`src/rtl/vm_keypad_pkg.sv`:
```
// Shared types and constants for the vending-machine keypad path.
// Key map, column drive patterns and named key codes live here so that
// the scanner and downstream consumers agree on one encoding.
package vm_keypad_pkg;

  typedef enum logic [1:0] {
    SCAN     = 2'd0,
    DEBOUNCE = 2'd1,
    PRESSED  = 2'd2,
    RELEASE  = 2'd3
  } state_t;

  // Named function keys
  localparam logic [3:0] KEY_OK     = 4'hF;
  localparam logic [3:0] KEY_CANCEL = 4'hE;
  localparam logic [3:0] KEY_TAKE   = 4'hD;

  // One-hot active-low column drive patterns, in scan order
  localparam logic [3:0] COL0 = 4'b1110;
  localparam logic [3:0] COL1 = 4'b1101;
  localparam logic [3:0] COL2 = 4'b1011;
  localparam logic [3:0] COL3 = 4'b0111;

  // Key map, entry {row_idx, col_idx} at bits [4*entry +: 4].
  // Rows top to bottom: 1 2 3 A / 4 5 6 B / 7 8 9 C / E 0 F D
  localparam logic [63:0] KEY_MAP = {
    KEY_TAKE, KEY_OK, 4'h0, KEY_CANCEL,
    4'hC,     4'h9,   4'h8, 4'h7,
    4'hB,     4'h6,   4'h5, 4'h4,
    4'hA,     4'h3,   4'h2, 4'h1
  };

  function automatic logic [3:0] col_drive(input logic [1:0] idx);
    logic [3:0] drv;
    case (idx)
      2'd0:    drv = COL0;
      2'd1:    drv = COL1;
      2'd2:    drv = COL2;
      default: drv = COL3;
    endcase
    return drv;
  endfunction

  function automatic logic [3:0] key_lookup(input logic [1:0] row_idx,
                                            input logic [1:0] col_idx);
    return KEY_MAP[{row_idx, col_idx, 2'b00} +: 4];
  endfunction

  // True when exactly one row line is pulled low
  function automatic logic single_low(input logic [3:0] rows);
    return (rows == 4'b1110) || (rows == 4'b1101) ||
           (rows == 4'b1011) || (rows == 4'b0111);
  endfunction

  // Index of the low row line; only meaningful when single_low() holds
  function automatic logic [1:0] low_index(input logic [3:0] rows);
    logic [1:0] idx;
    case (rows)
      4'b1110: idx = 2'd0;
      4'b1101: idx = 2'd1;
      4'b1011: idx = 2'd2;
      default: idx = 2'd3;
    endcase
    return idx;
  endfunction

endpackage

```
`src/rtl/keypad_scanner_row_sync.sv`:
```
// row_sync: 4-bit two-flop synchronizer for the asynchronous keypad rows.
// Flops reset to the idle (all pulled-up) level so no phantom key is seen
// while the chain refills after reset.
module row_sync (
  input  logic       clk,
  input  logic       reset,
  input  logic [3:0] row,
  output logic [3:0] row_s
);

  logic [3:0] row_meta;

  // Two-stage capture of the raw row lines into the clk domain
  always_ff @(posedge clk or negedge reset) begin
    if (!reset) begin
      row_meta <= 4'hF;
      row_s    <= 4'hF;
    end else begin
      row_meta <= row;
      row_s    <= row_meta;
    end
  end

endmodule

```
`src/rtl/keypad_scanner.sv`:
```
// keypad_scanner: 4x4 matrix scanner with press/release debounce and
// multi-key rejection; emits one key_valid strobe per physical press.
// Optional auto-repeat while held: define KEYPAD_AUTOREPEAT_EN.
//
// state    | meaning
// ---------+------------------------------------------------------------
// SCAN     | drive columns in turn, sample rows at end of each dwell
// DEBOUNCE | column frozen, counting stable single-key samples
// PRESSED  | key accepted and held, waiting for rows to go idle
// RELEASE  | rows idle, counting stable idle samples before rescanning
module keypad_scanner
  import vm_keypad_pkg::*;
#(
  parameter int SCAN_DIV     = 16,
  parameter int DEBOUNCE_CYC = 1000,
  parameter int REPEAT_DELAY = 50000,
  parameter int REPEAT_CYC   = 10000
) (
  input  logic       clk,
  input  logic       reset,
  input  logic [3:0] row,
  output logic [3:0] shift_col,
  output logic [3:0] key_code,
  output logic       key_valid,
  output logic       key_held
);

  localparam int DW = (SCAN_DIV > 1) ? $clog2(SCAN_DIV) : 1;
  localparam int BW = $clog2(DEBOUNCE_CYC + 1);

  localparam logic [DW-1:0] DWELL_LAST = DW'(SCAN_DIV - 1);
  localparam logic [BW-1:0] DEB_LAST   = BW'(DEBOUNCE_CYC - 1);

  // Reject configurations the dwell/debounce/repeat logic cannot honour
  if (SCAN_DIV < 2 || DEBOUNCE_CYC < 1 || REPEAT_DELAY < 1 || REPEAT_CYC < 1) begin : g_bad_cfg
    $error("keypad_scanner: parameter below its minimum");
  end

  logic [3:0]    row_s;
  state_t        state;
  logic [1:0]    col_idx;
  logic [DW-1:0] dwell;
  logic [BW-1:0] deb_cnt;
  logic [3:0]    cand_pat;
  logic [1:0]    cand_row;
  logic [1:0]    cand_col;

`ifdef KEYPAD_AUTOREPEAT_EN
  localparam int RMAX = (REPEAT_DELAY > REPEAT_CYC) ? REPEAT_DELAY : REPEAT_CYC;
  localparam int RW   = $clog2(RMAX + 1);
  localparam logic [RW-1:0] RD_LAST = RW'(REPEAT_DELAY - 1);
  localparam logic [RW-1:0] RC_LAST = RW'(REPEAT_CYC - 1);

  logic [RW-1:0] rep_cnt;
  logic          rep_armed;   // first repeat already issued
`endif

  row_sync u_row_sync (
    .clk   (clk),
    .reset (reset),
    .row   (row),
    .row_s (row_s)
  );

  // Scan/debounce state machine with registered column drive and key outputs
  always_ff @(posedge clk or negedge reset) begin
    if (!reset) begin
      state     <= SCAN;
      col_idx   <= 2'd0;
      shift_col <= COL0;
      dwell     <= '0;
      deb_cnt   <= '0;
      cand_pat  <= 4'hF;
      cand_row  <= 2'd0;
      cand_col  <= 2'd0;
      key_code  <= 4'h0;
      key_valid <= 1'b0;
      key_held  <= 1'b0;
`ifdef KEYPAD_AUTOREPEAT_EN
      rep_cnt   <= '0;
      rep_armed <= 1'b0;
`endif
    end else begin
      key_valid <= 1'b0;
      case (state)
        SCAN: begin
          if (dwell == DWELL_LAST) begin
            dwell <= '0;
            if (single_low(row_s)) begin
              cand_pat <= row_s;
              cand_row <= low_index(row_s);
              cand_col <= col_idx;
              deb_cnt  <= '0;
              state    <= DEBOUNCE;
            end else begin
              // idle or multi-key: move on to the next column
              col_idx   <= col_idx + 2'd1;
              shift_col <= col_drive(col_idx + 2'd1);
            end
          end else begin
            dwell <= dwell + 1'b1;
          end
        end

        DEBOUNCE: begin
          if (row_s == cand_pat) begin
            if (deb_cnt == DEB_LAST) begin
              key_code  <= key_lookup(cand_row, cand_col);
              key_valid <= 1'b1;
              key_held  <= 1'b1;
              deb_cnt   <= '0;
              state     <= PRESSED;
`ifdef KEYPAD_AUTOREPEAT_EN
              rep_cnt   <= '0;
              rep_armed <= 1'b0;
`endif
            end else begin
              deb_cnt <= deb_cnt + 1'b1;
            end
          end else begin
            state     <= SCAN;
            col_idx   <= col_idx + 2'd1;
            shift_col <= col_drive(col_idx + 2'd1);
          end
        end

        PRESSED: begin
          if (row_s == 4'hF) begin
            deb_cnt <= '0;
            state   <= RELEASE;
`ifdef KEYPAD_AUTOREPEAT_EN
            rep_cnt   <= '0;
            rep_armed <= 1'b0;
          end else if (rep_cnt == (rep_armed ? RC_LAST : RD_LAST)) begin
            key_valid <= 1'b1;
            rep_cnt   <= '0;
            rep_armed <= 1'b1;
          end else begin
            rep_cnt <= rep_cnt + 1'b1;
`endif
          end
        end

        RELEASE: begin
          if (row_s == 4'hF) begin
            if (deb_cnt == DEB_LAST) begin
              key_held  <= 1'b0;
              deb_cnt   <= '0;
              dwell     <= '0;
              state     <= SCAN;
              col_idx   <= col_idx + 2'd1;
              shift_col <= col_drive(col_idx + 2'd1);
            end else begin
              deb_cnt <= deb_cnt + 1'b1;
            end
          end else begin
            // contact bounce on release: still the same press
            deb_cnt <= '0;
            state   <= PRESSED;
          end
        end

        default: state <= SCAN;
      endcase
    end
  end

endmodule

```
`config.mk`:
```
export PLATFORM = sky130hd
export DESIGN_NAME = keypad_scanner
export DESIGN_NICKNAME = d
export VERILOG_FILES = /design/src/rtl/vm_keypad_pkg.sv /design/src/rtl/keypad_scanner_row_sync.sv /design/src/rtl/keypad_scanner.sv
export SDC_FILE = /design/constraint.sdc
export NUM_CORES = 1
export LEC_CHECK = 0
export ABC_AREA = 1
export CORE_MARGIN = 3
export CORE_UTILIZATION = 45
export CTS_CLUSTER_DIAMETER = 200
export DETAILED_ROUTE_END_ITERATION = 10
export PLACE_DENSITY_LB_ADDON = 0.1
export SYNTH_ARGS = -nofsm -noshare
export SYNTH_HDL_FRONTEND = slang
export SYNTH_SLANG_ARGS = --single-unit
```
`constraint.sdc`:
```
create_clock -name clk -period 1.3 [get_ports clk]
set_input_delay 0.195 -clock clk [delete_from_list [all_inputs] [get_ports clk]]
set_output_delay 0.195 -clock clk [all_outputs]
set_load 0.03 [all_outputs]
```
**After elaboration in Yosys (flattened, before gate mapping)**

Cells that the tools add are included.

- Flip-flop bits (word level): 44
- Input port bits: 6
- Output and inout bits: 10
- Word-level logic and storage cells: 97

- Add/sub/neg operators: 3
- Equality and inequality tests: 24
- Shifts and indexed selects: 1
- Mux-type cells: 41
- Reduce and logical (&&, ||, !) cells: 15

Operator list:

| kind | count |
|---|---|
| 64-bit by 7-bit indexed part select with 4-bit output (first input constant) | 1 |
| 10-bit 2-to-1 mux | 6 |
| 10-bit case mux with 4 select lines | 1 |
| 4-bit 2-to-1 mux | 8 |
| 2-bit 2-to-1 mux | 12 |
| 4-bit case mux with 3 select lines | 2 |
| 4-bit equality test (second input constant) | 5 |
| 2-bit != test (second input constant) | 9 |
| 2-bit case mux with 3 select lines | 2 |
| 10-bit by 1-bit adder with 10-bit output (second input constant) | 1 |
| 10-bit equality test (second input constant) | 1 |
| 5-bit AND reduction | 2 |
| 3-bit AND reduction | 3 |
| 2-bit case mux with 4 select lines | 1 |
| 4-bit case mux with 2 select lines | 1 |
| 1-bit 2-to-1 mux | 7 |
| 2-bit equality test (second input constant) | 3 |
| 3-bit != test (second input constant) | 2 |
| 6-bit AND reduction | 1 |
| 4-bit by 1-bit adder with 4-bit output (second input constant) | 1 |
| 2-bit by 1-bit equality test with 1-bit output (second input constant) | 2 |
| 4-bit by 3-bit equality test with 1-bit output (second input constant) | 1 |
| 4-bit equality test | 1 |
| 2-bit logical NOT | 2 |
| other kinds (6) | 9 |

**Longest topological paths before layout**

Gate-level depths: netlist (run 1).

- Depth in word-level cells: 7
- Mapped depth: 10
- Mapped depth without buffers: 10

**Hierarchy**

A second synthesis (run 1) with hierarchy kept.

- Cells, all modules: 315
- Area total of the unflattened synthesis: 2513.7 µm²

By module, submodules not included:

| module | instances | cells each | area an instance (µm²) | sequential area each (µm²) |
|---|---|---|---|---|
| keypad_scanner | 1 | 307 | 2303.5 | 909.6 |
| row_sync | 1 | 8 | 210.2 | 210.2 |

**Worst setup path before layout (run 1)**

No wires, ideal clock.

- Path type: reg-to-reg
- From: reg u_row_sync.row_s[2]
- To: reg deb_cnt[4]
- Setup time: 121 ps
- Data arrival time: 1322 ps
- Data required time: 1179 ps
- Path slack: -142 ps
- Cell stages (with the launch flop): 11
- Buffers on the path: 1
- Period minus slack after synthesis: 1442 ps
- Cell sequence: dfstp_2 inv_2 nand2_1 nand2_1 nor2_1 nand2_1 nand2_2 nand3_2 buf_6 nand2_1 o21ai_2

- Cells in the longest elaborated chain, start to end: 6
- Elaborated cells between the ends (all ways): 15
- Those cells by class: eq/ne (9); mux (2); reduce/logical (4)

RTL lines:

| what | RTL line | RTL |
|---|---|---|
| start, declared | keypad_scanner_row_sync.sv:8 | `output logic [3:0] row_s` |
| start signal, assigned | keypad_scanner_row_sync.sv:20 | `row_s <= row_meta;` |
| 4-bit equality test | vm_keypad_pkg.sv:51 | `return (rows == 4'b1110) \|\| (rows == 4'b1101) \|\|` |
| 1-bit logical OR (2 in a row) | vm_keypad_pkg.sv:51 |  |
| 1-bit logical OR | vm_keypad_pkg.sv:52 | `(rows == 4'b1011) \|\| (rows == 4'b0111);` |
| 2-bit != test (no line) | -- |  |
| 4-bit AND reduction (no line) | -- |  |
| end signal, assigned | keypad_scanner.sv:118 | `deb_cnt <= deb_cnt + 1'b1;` |
| end signal, assigned | keypad_scanner.sv:154 | `deb_cnt <= deb_cnt + 1'b1;` |
| end, declared | keypad_scanner.sv:43 | `logic [BW-1:0] deb_cnt;` |

Parallel ways exist; a longest one is shown, timed or not.
A chain may end at the register's enable or synchronous reset.

**Worst setup path in the final report (run 1)**

- From: reg u_row_sync.row_s[2]
- To: reg cand_pat[1]

- Cells in the longest elaborated chain, start to end: 5
- Elaborated cells between the ends (all ways): 8
- Those cells by class: eq/ne (4); reduce/logical (4)

RTL lines:

| what | RTL line | RTL |
|---|---|---|
| 4-bit equality test | vm_keypad_pkg.sv:51 |  |
| 1-bit logical OR (2 in a row) | vm_keypad_pkg.sv:51 |  |
| 1-bit logical OR (*) | vm_keypad_pkg.sv:52 |  |
| 3-bit AND reduction (no line) (*) | -- |  |
| end signal, assigned | keypad_scanner.sv:90 | `cand_pat <= row_s;` |
| end, declared | keypad_scanner.sv:44 | `logic [3:0] cand_pat;` |

Mark *: on every way between the ends. The rest lies on a longest branch, timed or not.

==> results of run 1 <==
[layout by cell type (no fill, tap or decap), drive strengths merged]
cell type,n
a21o,1
a21oi,8
buf,51
clkbuf,8
clkdlybuf4s15,3
clkdlybuf4s50,4
clkinv,3
dfrtp,29
dfstp,15
dlygate4sd2,4
dlygate4sd3,1
ha,11
inv,28
mux2i,1
nand2,76
nand3,21
nand3b,7
nand4,1
nor2,36
nor3,3
o2111ai,1
o21a,1
o21ai,28
o21bai,1
o22ai,1
xnor2,3
xor2,2
[sequential cells by signal (all words and copies together) (netlist names)]
signal,cells
dwell,4
u_row_sync.row_s,4
key_valid,1
col_idx,2
shift_col,4
cand_col,2
state,2
u_row_sync.row_meta,4
key_code,4
cand_pat,4
cand_row,2
deb_cnt,10
key_held,1
[per-layer routing]
metal  up-vias  share of wire [%]
met1       913                 47
li1       1043                  -
met3         5                2.8
met4         0                1.4
met2        22                 49
met5         -                  0
[cell type report]
class	instances	area, um^2	area share (%)
multi-input combinational	202	1290	39.9
sequential	44	1120	34.6
timing repair buffer	63	519	16.0
inverter	31	119	3.67
clock buffer	8	101	3.13
tap	70	87.6	2.70
[stage by stage]
| step | instance area, um^2 | util [%] | setup slack, ps | setup TNS (ps) | total power [mW] |
|---|---|---|---|---|---|
| after CTS | 3160 | 61.5 | -242 | -6290 | 4.76 |
| after global routing | 3240 | 63.0 | -381 | -11260 | 5.21 |
| after detailed placement | 2970 | 57.8 | -242 | -6140 | 3.73 |
| after floorplan | 2440 | - | -118 | -2390 | 3.13 |
| final | 3240 | 63.0 | -264 | -7440 | 4.81 |
| after global placement | 2970 | 57.8 | -207 | -5490 | 3.68 |
[cell families after synthesis]
logic type | Yosys count
AO/OA/AOI/OAI | 41
XOR/XNOR | 5
adder cells (fa/ha/maj) | 11
buffers and inverters | 33
flip-flops | 44
multiplexers | 1
AND/OR/NAND/NOR | 143
[repair_timing]
action                                  4_1_cts  5_1_grt
cloned                                        1        0
endpoints found under the hold margin        29        0
buffers inserted                              3        2
endpoints found under the setup margin       42       39
pin swaps                                    13       19
hold buffers                                  1        0
gates resized for setup                      31       24
[path summary, 6_finish.rpt]
path                       slack (ps)  cells past startpoint                      to
min in group asynchronous         410                      3             key_code[1]
setup / recovery                 -260                      9             cand_pat[1]
max in group asynchronous         620                      3  u_row_sync.row_meta[2]
hold reg to reg                   360                      0     u_row_sync.row_s[1]
hold / removal                    290                      1  u_row_sync.row_meta[1]
setup reg to reg                 -260                      9             cand_pat[1]
[power breakdown]
group / total, mW / switching (mW) / leakage (nW) / internal, mW
registers: 2.02 / 0.269 / 0.543 / 1.75
logic: 1.84 / 0.986 / 0.960 / 0.854
clock network: 0.948 / 0.450 / 0.0506 / 0.498
total: 4.81 / 1.71 / 1.55 / 3.10
==> flow_summary.toml, run 1 <==
[synthesis]
synth-simple-area-share_pct = 30.2
synth_top_family_by_area = "simple AND/OR/NAND/NOR gates"
synth_common_cells = "69 x nand2_1, 29 x dfrtp_1, 26 x nor2_1"
netlist_area_um2 = 2420
synthMuxAreaShare_pct = 0.414
synth-xor-area-share_pct = 1.81
synth_top_area_cell = "dfrtp_1"
synthAdderAreaFrac_pct = 5.69
yosys_warnings = 0
ys_top_cells_by_area = "dfrtp_1 30%, dfstp_2 16%, nand2_1 11%"
syn_nets = 295
ys_seq_elements = 44
ys.flop_type = "dfrtp_1"
synth_most_common_cell = "nand2_1"
synth_edf_count = 0
yosysTopAreaCellShare_pct = 30.0
postSynthAreaPerCell_um2 = 8.70
synth_seq_area_share_pct = 46.3
syn_inst = 278
synth_compound_area_share_pct = 9.83
async_flop_share_pct = 100
synth_cell_type_count = 32

[clocking]
clockRootBuffer = "clkbuf_8"
numCtsBuffers = 5
clockBufferDepth = 2
cts-htree-levels = 2
clkSlewWorstSetupHoldPaths_ps = 80
cts_tree = "yes"
clock_sinks = 44
clkLatencyLatePin_ps = 300

[die]
die_area_um2 = 6290
core_area_um2 = 5140
die_w_um = 79.3
num_rows = 26
ios = 16
initial_core_util_pct = 47.1
die_y_um = 79.3

[cells_and_area]
n_antenna_cell = 0
n_fill_cell = 463
drive_above_1_share_pct = 41.7
layout.nets = 364
layout.cells.non_filler = 418
area_growth_pct = 34.0

[global_route]
grt_max_degree = 45
top_usage_layer = "met2"
use_met1_pct = 23.9
grt_antenna_before_repair = 0
grt_usage_pct = 17.7
grt_util_met3_pct = 3.51
grt_overflow_total = 0
grt_pass1_vias = 1940
use_met2_pct = 28.8
grt_pass1_wl_um = 8830

[setup_path]
cp.buffers_inverters = 2
worstSetupPathType = "reg -> reg"
crit_family = "simple AND/OR/NAND/NOR gates"
end_kind = "flip-flop"
path_cells = "inv_2, buf_4, nand2_2, nand3_2, nand2_2, nand2_4, nor2_4, nand2_1, o21ai_1"
crit_path_start_kind = "flip-flop"
max_stage_delay_ps = 590
crit_top_cell = "nand2_2"
arrival_ps = 1800
cp_max_fo = 8
r2r_start = "u_row_sync.row_s[2]"
crit_required_ps = 1530
slowest_stage = "dfstp_2"
crit_start = "u_row_sync.row_s[2]"

[placed_design]
dpl.cell_count = 403
hpwl_um = 3480
gp_congestion = 0.842
io_buffers = 15

[sta]
final.setup_skew_ps = 8.70
rsz0062_at_grt = "true"
finalHoldViolCount = 0
finalSetupViolCount = 36
period_share_pct = 120
holdWs_ps = 293
tightest_slew_ps = 303
final_max_slew_viol_count = 0
timing.final.ws_setup_ps = -264
maxSlewHeadroom_pct = 79.9
fin_crit_ps = 1560
fmax_mhz = 640

[drt]
num_vias = 1983
viasPerCell = 4.74
drtIter0Drc = 59
wl_per_cell_um = 11.5
drt_pass1_iterations = 4
drc_errors = 0
wirelength_um = 4820
final_antenna_net_count = 0

[min_path]
min_from = "row[1]"
hold_path_class = "in -> reg"

[run_status]
status = "finished, violations left"
violations = "negative setup slack"

[pwr]
leakage_nw = 1.55
vdd_drop_max_v = 0.00107
pwr_density_cell_nw_per_um2 = 1480

[flow_run]
cap_violations = 0
Power figures use the tool's default switching activity.
==> run 2, diff against run 1 <==
--- a/config.mk
+++ b/config.mk
@@ -14,3 +14,4 @@
 export SYNTH_ARGS = -nofsm -noshare
 export SYNTH_HDL_FRONTEND = slang
 export SYNTH_SLANG_ARGS = --single-unit
+export TNS_END_PERCENT = 10
==> run 2 against run 1 <==
Effect of this change: the run still ends with negative setup slack left; die area unchanged; non-clock buffer count decreased by 7; combinational power about the same; register-to-register slack got worse by 20 ps; final area decreased by 2.2%; sequential share of layout area increased by 0.79 points; core utilization decreased by 1.4 points; final cell count decreased by 1.9%; count of clock-buffer cells in the layout decreased by 1; routed wire length decreased by 1.3%.
==> flow_summary.toml, run 2 (synthesis results as in run 1) <==
[clocking]
cts-htree-levels = 2
clkLatencyLatePin_ps = 290
clockBufferDepth = 2
clock_sinks = 44
cts_tree = "yes"
clkSlewWorstSetupHoldPaths_ps = 80
clockRootBuffer = "clkbuf_8"
numCtsBuffers = 5

[sta]
finalHoldViolCount = 0
holdWs_ps = 305
fmax_mhz = 631
final.setup_skew_ps = 6.56
rsz0062_at_grt = "true"
timing.final.ws_setup_ps = -285
final_max_slew_viol_count = 0
period_share_pct = 122
tightest_slew_ps = 305
finalSetupViolCount = 35
maxSlewHeadroom_pct = 79.8
fin_crit_ps = 1590

[min_path]
hold_path_class = "in -> reg"
min_path_cells = 1
min_to = "u_row_sync.row_meta[3]"
min_from = "row[3]"

[die]
ios = 16
die_area_um2 = 6290
die_y_um = 79.3
die_w_um = 79.3
num_rows = 26
initial_core_util_pct = 47.1
core_area_um2 = 5140

[cells_and_area]
largest-register = "deb_cnt"
n_antenna_cell = 0
multi_input_area_um2 = 1250
area_growth_pct = 31.0
ff_latch_area_um2 = 1120
layout.nets = 356
layout_commonest_cell = "nand2_1"
largest_reg_flops = 10
n_fill_cell = 470
layout.core_utilization_pct = 61.6
drive_above_1_share_pct = 36.2
final_cell_mix = "55 x nand2_1, 39 x buf_4, 29 x dfrtp_1"

[setup_path]
crit_path_start_kind = "flip-flop"
r2r_end = "shift_col[0]"
end_kind = "flip-flop"
crit_required_ps = 1490
reg2reg_depth = 9
cp_max_fo = 7
arrival_ps = 1780
r2r_start = "u_row_sync.row_s[2]"
worstSetupPathType = "reg -> reg"
ff2ff_setup_slack_ps = -290

[run_status]
violations = "negative setup slack"
status = "finished, violations left"

[drt]
num_vias = 1948
drc_errors = 0
wirelength_um = 4760
final_antenna_net_count = 0
drtIter0Drc = 90
wl_per_cell_um = 11.6
viasPerCell = 4.75
drt_pass1_iterations = 6

[global_route]
grt_pass1_vias = 1906
grt_max_degree = 45
grt_overflow_total = 0
grt_pass1_wl_um = 8370
grt_usage_pct = 16.8
grt_antenna_before_repair = 0

[placed_design]
hpwl_um = 3440
gp_congestion = 0.806
io_buffers = 15

[pwr]
leakage_nw = 1.53
pwr_density_cell_nw_per_um2 = 1540
vdd_drop_max_v = 0.00126

[flow_run]
cap_violations = 0
-- run 2: layout make-up --
cell class	instances	area share [%]
inverters	31	3.71
clock inverters	1	0.276
multi-input cells	201	39.3
clock buffers	7	3.40
repair buffers	56	15.2
well taps	70	2.76
flip-flops and latches	44	35.3
-- run 2: stage by stage --
step / cells / TNS [ps] / setup WS [ps] / power (mW) / cell area [um^2]
finish: 410 / -7240 / -285 / 4.87 / 3170
global route: 410 / -10970 / -377 / 5.24 / 3170
CTS: 407 / -5810 / -245 / 4.87 / 3120
detailed placement: 397 / -6420 / -251 / 3.75 / 2940
global placement: 397 / -5940 / -237 / 3.70 / 2940
floorplan: 278 / -2390 / -118 / 3.13 / 2430
-- run 2: worst max path at each step --
stage / from / endpoint / slack (ps) / cells past startpoint
3_3_place_gp: u_row_sync.row_s[0] / key_code[1] / -240 / 9
2_1_floorplan: u_row_sync.row_s[3] / deb_cnt[3] / -120 / 10
4_1_cts: u_row_sync.row_s[3] / deb_cnt[5] / -240 / 10
6_report: u_row_sync.row_s[2] / shift_col[0] / -290 / 9
3_5_place_dp: u_row_sync.row_s[0] / key_code[1] / -250 / 9
5_1_grt: u_row_sync.row_s[2] / key_held / -380 / 9
-- run 2: timing repair --
| action | 4_1_cts | 5_1_grt |
|---|---|---|
| pin swaps | 4 | 6 |
| hold endpoints to repair | 29 | 0 |
| gates resized for setup | 24 | 7 |
| hold buffers | 1 | 0 |
| setup buffers | 1 | 3 |
| setup endpoints to repair | 43 | 36 |
-- run 2: worst max-delay path, cell delays in order (launching register included) --
cell and delay [ps]:
dfstp_2 560, buf_4 120, nand2_4 60, nor2_4 130
o21a_2 140, nand2_4 90, nor2_8 180, nand2_4 90
nand2_1 60, nand2_1 40
-- run 2: power breakdown --
group / internal [mW] / switching [mW] / total, mW
clock network: 0.552 / 0.486 / 1.04
logic: 0.827 / 0.993 / 1.82
registers: 1.75 / 0.262 / 2.01
-- run 2: per-layer routing --
| layer | vias up | GRT usage (%) | wire [um] |
|---|---|---|---|
| met1 | 899 | 22.1 | 2270 |
| met3 | 5 | 3.40 | 123 |
| met2 | 21 | 28.3 | 2310 |
| li1 | 1023 | - | - |
| met5 | - | 0 | 0 |
| met4 | 0 | 4.64 | 55 |
==> run 3, diff against run 2 <==
--- a/config.mk
+++ b/config.mk
@@ -6,10 +6,11 @@
 export NUM_CORES = 1
 export LEC_CHECK = 0
 export ABC_AREA = 1
-export CORE_MARGIN = 3
-export CORE_UTILIZATION = 45
+export CORE_MARGIN = 8
+export CORE_UTILIZATION = 53
 export CTS_CLUSTER_DIAMETER = 200
 export DETAILED_ROUTE_END_ITERATION = 10
+export HOLD_SLACK_MARGIN = 0.12
 export PLACE_DENSITY_LB_ADDON = 0.1
 export SYNTH_ARGS = -nofsm -noshare
 export SYNTH_HDL_FRONTEND = slang
==> run 3 against run 2 <==
Effect of this change: combinational power grew 3%; clock skew decreased by 2.9 ps; critical path depth is 1 higher; register-to-register slack got worse by 20 ps; non-clock buffer count up 4; core utilization grew 11 points; clock power shrank 18%; maximum frequency down 1.1%; worst hold slack got worse by 11 ps; sequential power is essentially flat; worst setup slack lost 17 ps; the flow still finishes with violations (negative setup slack).
==> flow_summary.toml, run 3 (synthesis results as in run 1) <==
[run_status]
status = "finished, violations left"
violations = "negative setup slack"

[setup_path]
end_kind = "flip-flop"
crit_required_ps = 1490
arrival_ps = 1790
max_stage_delay_ps = 610
crit_path_start_kind = "flip-flop"
cp_max_fo = 6
crit_top_cell = "nand2_2"
slowest_stage = "dfstp_2"
path_cells = "inv_2, nand2_2, nand2_2, nor2_4, nand2_1, nand2_2, nand3_4, clkbuf_16, nand2_2, nand2_1"
worstSetupPathType = "reg -> reg"

[sta]
final_max_slew_viol_count = 0
rsz0062_at_grt = "true"
final.setup_skew_ps = 3.66
tightest_slew_ps = 434
fin_crit_ps = 1600
fmax_mhz = 624
maxSlewHeadroom_pct = 71.1
period_share_pct = 123
finalHoldViolCount = 0
holdWs_ps = 293
timing.final.ws_setup_ps = -302
finalSetupViolCount = 36

[cells_and_area]
layout_commonest_cell = "nand2_1"
final_cell_mix = "57 x nand2_1, 44 x buf_4, 29 x dfrtp_1"
layout.cells.non_filler = 396
n_antenna_cell = 0
area_growth_pct = 31.5
drive_above_1_share_pct = 38.1
largest-register = "deb_cnt"
largest_reg_flops = 10
layout.nets = 360
layout.core_utilization_pct = 72.5
n_fill_cell = 334

[clocking]
clockRootBuffer = "clkbuf_8"
clkSlewWorstSetupHoldPaths_ps = 80
clkLatencyLatePin_ps = 300
cts-htree-levels = 2
numCtsBuffers = 5
clockBufferDepth = 2
clock_sinks = 44
cts_tree = "yes"

[global_route]
grt_pass1_wl_um = 8610
grt_overflow_total = 0
grt_max_degree = 22
grt_pass1_vias = 2022
grt_antenna_before_repair = 0
grt_usage_pct = 14.6

[placed_design]
dpl.cell_count = 384
gp_congestion = 0.802
hpwl_um = 3700
io_buffers = 15
dpl_worst_slack_ps = -228

[die]
die_area_um2 = 6980
die_y_um = 83.6
initial_core_util_pct = 55.2
die_w_um = 83.6
num_rows = 24
core_area_um2 = 4380
ios = 16

[drt]
drtIter0Drc = 69
viasPerCell = 5.06
final_antenna_net_count = 0
drt_pass1_iterations = 4
drc_errors = 0
wl_per_cell_um = 12.7
num_vias = 2005
wirelength_um = 5020

[flow_run]
cap_violations = 0

[pwr]
pwr_density_cell_nw_per_um2 = 1490
leakage_nw = 1.55
vdd_drop_max_v = 0.00100

[min_path]
hold_path_class = "in -> reg"
==> run 3: cell types whose count changed in the layout (fill, tap and decap cells not counted), moves of 2 or more <==
cell	change
buf_4	+5
a21oi_2	+3
nand2_1	+2
clkinv_2	+2
clkdlybuf4s15_1	+2
nand3_2	-2
buf_12	-2
dlygate4sd2_1	-2
nor2_4	+2
nand3_4	+2
nand2_2	-3
a21oi_1	-3
nor2_1	-3
==> run 3: layout make-up <==
class                           count  area [um^2]  area share, %
Multi-Input combinational cell    201         1280           40.3
Sequential cell                    44         1120           35.2
Timing Repair Buffer               60          505           15.9
Inverter                           31          120           3.78
Clock buffer                        5         68.8           2.16
Tap cell                           52         65.1           2.05
Clock inverter                      3         18.8          0.590
==> run 3: path summary, 6_finish.rpt <==
check | from | end | slack, ps | cells after the start
worst max-delay path | u_row_sync.row_s[3] | deb_cnt[1] | -300 | 10
worst max register to register | u_row_sync.row_s[3] | deb_cnt[1] | -300 | 10
max in group asynchronous | reset | dwell[1] | 390 | 3
worst min-delay path | row[2] | u_row_sync.row_meta[2] | 290 | 1
min in group asynchronous | reset | shift_col[0] | 360 | 2
worst min register to register | u_row_sync.row_meta[2] | u_row_sync.row_s[2] | 360 | 0
==> run 3: per-stage QoR <==
| stage | TNS, ps | instance area [um^2] | power, mW |
|---|---|---|---|
| 6_report | -7510 | 3180 | 4.74 |
| 2_1_floorplan | -2390 | 2430 | 3.13 |
| 5_1_grt | -10930 | 3180 | 5.10 |
| 3_5_place_dp | -6440 | 2930 | 3.79 |
| 4_1_cts | -6850 | 3050 | 4.65 |
| 3_3_place_gp | -5160 | 2930 | 3.73 |
==> run 3: critical path: cells and delay by family, from the launching register on <==
kind / cells / cell delay (ps)
flops: 1 / 610
simple gates: 8 / 650
buf+inv: 2 / 240
==> run 3: routing by layer <==
layer,routed length (um),vias to the layer above,global-route usage (%)
li1,-,1030,-
met1,2210,939,16.4
met2,2560,27,25.6
met3,147,9,3.71
met4,89,0,5.81
met5,0,-,0
==> run 3: timing repair <==
action | CTS | global route
buffers inserted | 0 | 2
resized for setup | 16 | 26
endpoints found under the hold margin | 4 | 0
setup endpoints to repair | 43 | 38
pin swaps | 5 | 6
cloned | 0 | 1
hold buffers | 1 | 0
==> run 3: power by group <==
part           total (mW)  switching [mW]  internal, mW  leakage, nW
clock network       0.853           0.478         0.375       0.0479
logic                1.88            1.04         0.836        0.957
registers            2.01           0.256          1.75        0.543
total                4.74            1.78          2.96         1.55
